==> config.mk <==
export PLATFORM = sky130hd
export DESIGN_NAME = conv_acc_regs
export DESIGN_NICKNAME = d
export VERILOG_FILES = /design/src/rtl/conv_acc_regs.sv
export SDC_FILE = /design/constraint.sdc
export NUM_CORES = 1
export LEC_CHECK = 0
export BUFFER_PORTS_ARGS = -buffer_cell sky130_fd_sc_hd__buf_2
export CELL_PAD_IN_SITES_DETAIL_PLACEMENT = 0
export CELL_PAD_IN_SITES_GLOBAL_PLACEMENT = 1
export CORE_MARGIN = 1
export CORE_UTILIZATION = 38
export CTS_BUF_LIST = sky130_fd_sc_hd__clkbuf_2
export CTS_CLUSTER_SIZE = 14
export DETAILED_ROUTE_END_ITERATION = 12
export GPL_ROUTABILITY_DRIVEN = 0
export PLACE_DENSITY_LB_ADDON = 0.12
export RECOVER_POWER = 100
export SETUP_SLACK_MARGIN = 0.15
export SYNTH_ARGS = -nofsm -noshare
export SYNTH_HDL_FRONTEND = slang
export SYNTH_SLANG_ARGS = --single-unit
export TNS_END_PERCENT = 100
==> constraint.sdc <==
create_clock -name clk -period 2.7 [get_ports clk]
set_input_delay 0.405 -clock clk [delete_from_list [all_inputs] [get_ports clk]]
set_output_delay 0.405 -clock clk [all_outputs]
set_load 0.01 [all_outputs]
==> src/rtl/conv_acc_regs.sv <==
// AXI4-Lite register block for the convolution accelerator: shape/requant parameters,
// enable/start control and a busy/done status handshake with the accelerator core.
module conv_acc_regs #(
  parameter int TENSOR_W   = 8,
  parameter int KERNEL_W   = 4,
  parameter int CHANNELS_W = 8,
  parameter int STRIDE_W   = 2,
  parameter int KNUMS_W    = 8,
  parameter int SHIFT_W    = 5
) (
  input  logic                  clk,
  input  logic                  rst,
  input  logic [4:0]            s_awaddr,
  input  logic                  s_awvalid,
  output logic                  s_awready,
  input  logic [31:0]           s_wdata,
  input  logic [3:0]            s_wstrb,
  input  logic                  s_wvalid,
  output logic                  s_wready,
  output logic [1:0]            s_bresp,
  output logic                  s_bvalid,
  input  logic                  s_bready,
  input  logic [4:0]            s_araddr,
  input  logic                  s_arvalid,
  output logic                  s_arready,
  output logic [31:0]           s_rdata,
  output logic [1:0]            s_rresp,
  output logic                  s_rvalid,
  input  logic                  s_rready,
  output logic                  enable,
  output logic                  conv_en,
  input  logic                  conv_done,
  output logic [TENSOR_W-1:0]   axi_tensor_size,
  output logic [KERNEL_W-1:0]   axi_kernel_size,
  output logic [CHANNELS_W-1:0] axi_channels,
  output logic [STRIDE_W-1:0]   axi_stride,
  output logic [KNUMS_W-1:0]    axi_kernel_nums,
  output logic [SHIFT_W-1:0]    shift
);

  logic        live;
  logic        aw_full, w_full;
  logic [2:0]  aw_idx;
  logic [31:0] w_data;
  logic        w_strb0;
  logic        busy, done;
  logic        aw_hs, w_hs, ar_hs, commit;
  logic        wr_err, field_wr, en_wr, start_go, done_clr;
  logic [31:0] rd_word;
  logic        unused_bits;

  assign unused_bits = ^{s_awaddr[1:0], s_araddr[1:0], s_wstrb[3:1], w_data[31:8]};

  // live gates the readies so they stay low through reset and rise on the first free edge
  assign s_awready = live & ~aw_full & ~s_bvalid;
  assign s_wready  = live & ~w_full & ~s_bvalid;
  assign s_arready = live & ~s_rvalid;

  assign aw_hs  = s_awvalid & s_awready;
  assign w_hs   = s_wvalid & s_wready;
  assign ar_hs  = s_arvalid & s_arready;
  assign commit = aw_full & w_full & ~s_bvalid;

  always_comb begin
    wr_err   = 1'b0;
    field_wr = 1'b0;
    en_wr    = 1'b0;
    start_go = 1'b0;
    done_clr = 1'b0;
    if (commit) begin
      case (aw_idx)
        3'd0: begin
          if (w_strb0) begin
            en_wr = 1'b1;
            if (w_data[1]) begin
              if (busy || !w_data[0]) wr_err = 1'b1;
              else                    start_go = 1'b1;
            end
          end
        end
        3'd7: done_clr = w_strb0 & w_data[1];
        default: begin
          if (busy)         wr_err   = 1'b1;
          else if (w_strb0) field_wr = 1'b1;
        end
      endcase
    end
  end

  always_comb begin
    rd_word = '0;
    case (s_araddr[4:2])
      3'd0: rd_word = {31'd0, enable};
      3'd1: rd_word = 32'(axi_tensor_size);
      3'd2: rd_word = 32'(axi_kernel_size);
      3'd3: rd_word = 32'(axi_channels);
      3'd4: rd_word = 32'(axi_stride);
      3'd5: rd_word = 32'(axi_kernel_nums);
      3'd6: rd_word = 32'(shift);
      3'd7: rd_word = {30'd0, done, busy};
      default: rd_word = '0;
    endcase
  end

  always_ff @(posedge clk) begin
    if (rst) begin
      live            <= 1'b0;
      aw_full         <= 1'b0;
      w_full          <= 1'b0;
      aw_idx          <= '0;
      w_data          <= '0;
      w_strb0         <= 1'b0;
      s_bvalid        <= 1'b0;
      s_bresp         <= '0;
      s_rvalid        <= 1'b0;
      s_rresp         <= '0;
      s_rdata         <= '0;
      enable          <= 1'b0;
      conv_en         <= 1'b0;
      busy            <= 1'b0;
      done            <= 1'b0;
      axi_tensor_size <= '0;
      axi_kernel_size <= '0;
      axi_channels    <= '0;
      axi_stride      <= '0;
      axi_kernel_nums <= '0;
      shift           <= '0;
    end else begin
      live    <= 1'b1;
      conv_en <= start_go;

      if (aw_hs) begin
        aw_full <= 1'b1;
        aw_idx  <= s_awaddr[4:2];
      end
      if (w_hs) begin
        w_full  <= 1'b1;
        w_data  <= s_wdata;
        w_strb0 <= s_wstrb[0];
      end
      if (commit) begin
        s_bvalid <= 1'b1;
        s_bresp  <= wr_err ? 2'b10 : 2'b00;
      end else if (s_bvalid && s_bready) begin
        s_bvalid <= 1'b0;
        aw_full  <= 1'b0;
        w_full   <= 1'b0;
      end

      if (field_wr) begin
        case (aw_idx)
          3'd1: axi_tensor_size <= w_data[TENSOR_W-1:0];
          3'd2: axi_kernel_size <= w_data[KERNEL_W-1:0];
          3'd3: axi_channels    <= w_data[CHANNELS_W-1:0];
          3'd4: axi_stride      <= w_data[STRIDE_W-1:0];
          3'd5: axi_kernel_nums <= w_data[KNUMS_W-1:0];
          3'd6: shift           <= w_data[SHIFT_W-1:0];
          default: ;
        endcase
      end

      // Later assignments take priority: completion over W1C, then disable, then start
      if (done_clr) done <= 1'b0;
      if (conv_done && busy) begin
        busy <= 1'b0;
        done <= 1'b1;
      end
      if (en_wr) begin
        enable <= w_data[0];
        if (!w_data[0] && busy) begin
          busy <= 1'b0;
          done <= 1'b0;
        end
      end
      if (start_go) begin
        busy <= 1'b1;
        done <= 1'b0;
      end

      if (ar_hs) begin
        s_rvalid <= 1'b1;
        s_rdata  <= rd_word;
        s_rresp  <= 2'b00;
      end else if (s_rvalid && s_rready) begin
        s_rvalid <= 1'b0;
      end
    end
  end

endmodule

==> impl_metrics.csv <==
group,metric,value,unit
placement,place_hpwl,4970,um
finish,final_cell_count_no_fill,486,
synthesis,yosys.area.top_type,"dfxtp_1",
route,routed_via_density,4.77,
global_route,grt-ovfl-total,0,
critical_path,timing.rr.end,"axi_channels[1]",
timing,worstMarginPinSlew,1.08,ns
synthesis,avgSynthCellArea,9.60,sq um
synthesis,ys_top_cells_by_area,"dfxtp_1 43%, mux2i_1 15%, buf_4 7.9%",
timing,timing.final.crit_share,75.0,%
route,drc,0,
floorplan,rows,32,
floorplan,die_area,8320,sq um
hold_path,whs_endpoint,"w_data[6]",
clocking,cts.sinks,65,
global_route,first_global_vias,2143,
critical_path,path_class,"reg2reg",
synthesis,netlist_area,3020,sq um
finish,antennaDiodeCount,0,
floorplan,initial_utilization,39.1,%
clocking,htree_levels,3,
clocking,cts_buffer_depth,2,
route,post_drt_wl_per_cell,14.7,um
floorplan,die_w,91.2,um
clocking,ctsResizeCount,0,
finish,seq_area,1300,sq um
timing,hold_viol,0,
hold_path,hold_path_startpoint,"s_wdata[6]",
finish,fillers,845,
synthesis,synthCells,315,
clocking,cts_tree,"done",
route,vias,2316,
timing,period_needed,2.03,ns
floorplan,core_area,7730,sq um
run_status,status,"finished, final reports clean",
clocking,clk-insertion-delay-late,0.49,ns
floorplan,pin_count,132,
synthesis,synth.distinct_cells,44,
synthesis,synth_fa_ha_area_share,0,%
synthesis,seq_area_frac_synth,43.0,%
synthesis,synth-async-reset-ratio,0,%
timing,finalMaxSlewViolations,0,
critical_path,worst_setup_path_end_kind,"flop",
synthesis,synth.top_cell.area_share,43.0,%
clocking,clock-root-buffer,"clkbuf_2",
global_route,antenna_found_initial,0,
timing,setup_viol,0,
synthesis,synth_edf_count,0,
synthesis,synth_compound_area_share,10.1,%
timing,slew-limit-headroom,27.9,%
clocking,cts_buffers,9,
job,maxCapViolations,0,
synthesis,synth-simple-area-share,18.7,%
clocking,post_cts.repair.setup_buffers,0,
route,drt.antenna.violating_nets,0,
timing,fmax,494,MHz
global_route,grt_max_degree,41,
route,first_iter_violations,90,
power,p_per_area,482,nW/um^2
global_route,grt_pass1_wl,11300,um
critical_path,r2r_cells,4,
timing,fin_tns_setup,0,ns
critical_path,critPathLaunchType,"flop",
finish,nets,434,
clocking,cts.clk_slew.worst_paths,0.17,ns
synthesis,synth.most_common_cell,"dfxtp_1",
synthesis,synth-xor-area-share,0,%
synthesis,synthMuxAreaShare,17.9,%
synthesis,synthTopCellsByCount,"65 x dfxtp_1, 44 x mux2i_1, 42 x nor2_1",
placement,placed_cells_incl_taps,471,
hold_path,holdPathStages,3,
critical_path,critPathMaxFanout,8,
critical_path,reg2reg_setup_slack,0.67,ns
finish,drive_gt1_share,11.2,%
power,p_leak,1.38,nW
finish,area_delta_synth_final,8.36,%
clocking,cts_hold_repair.buffers,0,
synthesis,ys_warn_count,0,
timing,worst_clock_skew,0.0232,ns
hold_path,hold_class,"in2reg",
route,dr.pass1.iters,6,
critical_path,cp.required,3.05,ns
floorplan,die_y,91.2,um
synthesis,ys_ff_latch,65,
synthesis,synth_top_family_by_area,"simple AND/OR/NAND/NOR gates",
timing,rsz0062_at_grt,"false",
placement,port_buffers,73,
finish,multi_input_area,1460,sq um
critical_path,rr_startpoint,"aw_full",
global_route,groute.usage.overall,17.7,%
synthesis,ys.flop_type,"dfxtp_1",
critical_path,cp_data_arrival_time,2.37,ns
power,irDropWorstVdd,0.000160,V
route,drt-total-wl,7130,um
## layout make-up
class                   instances  area share, %
inverters                       2          0.229
clock buffers                   9           1.37
clock inverters                 6          0.802
repair buffers                 75           9.43
multi-input cells             227           44.6
well taps                     102           3.89
flip-flops and latches         65           39.7
## worst max-delay path by stage
stage               slack [ns]  depth (start not counted)         from         endpoint
global placement          0.95                          4  s_araddr[3]       s_rdata[1]
finish                    0.67                          4      aw_full  axi_channels[1]
detailed placement        0.95                          4  s_araddr[3]       s_rdata[1]
CTS                       0.84                          2         live         s_wready
floorplan                 1.21                          5  s_araddr[2]       s_rdata[1]
global route              0.51                          4      aw_full  axi_channels[3]
## layer usage
layer  GRT usage [%]  vias up  wire length, um
li1                -     1169                -
met1            24.8     1072             3640
met2            25.3       66             2990
met3            4.69        9              398
met4            7.94        0              104
met5               0        -                0
## layout by cell type (no fill, tap or decap), drive strengths merged, types with 4 or more instances in the layout
cell / n
dfxtp: 65
clkbuf: 63
mux2i: 44
nor2: 42
nand2: 31
conb: 27
a21oi: 25
buf: 21
clkinv: 6
nand2b: 4
nand3: 4
## flip-flops by register name (all words and copies together) (netlist names)
signal,count
axi_channels,8
axi_kernel_nums,8
axi_tensor_size,8
s_rdata,8
w_data,8
shift,5
axi_kernel_size,4
aw_idx,3
axi_stride,2
aw_full,1
busy,1
conv_en,1
done,1
enable,1
live,1
s_bresp,1
s_bvalid,1
s_rvalid,1
w_full,1
w_strb0,1
## power breakdown
group          leakage (nW)  total (W)  switching [W]  internal [W]
Clock                0.0538   0.000449       0.000346      0.000103
Sequential            0.526    0.00100      0.0000260      0.000977
Combinational         0.804   0.000129      0.0000867     0.0000421
## cells by family after synthesis
group,count (synthesis)
simple gates,104
flops,65
mux,50
buf+inv,49
compound gates,46
other cells,1
## critical path: stages, from the launching register on
cell     delay (ns)
dfxtp_1        0.48
and4b_1        0.38
nand4_1        0.63
mux2i_1        0.35
nor2_1         0.05
## metrics by stage
stage               setup WS [ns]  hold slack, ns  instance area [sq um]  util, %  power (W)
finish                      0.675           0.135                   3280     42.4    0.00158
global route                0.509          0.0885                   3280     42.4    0.00167
CTS                         0.835          0.0971                   3410     44.2    0.00160
detailed placement          0.953           0.441                   3340     43.2    0.00116
global placement            0.954           0.438                   3340     43.2    0.00116
floorplan                    1.21           0.437                   3120        -    0.00114
Power figures use the tool's default switching activity.
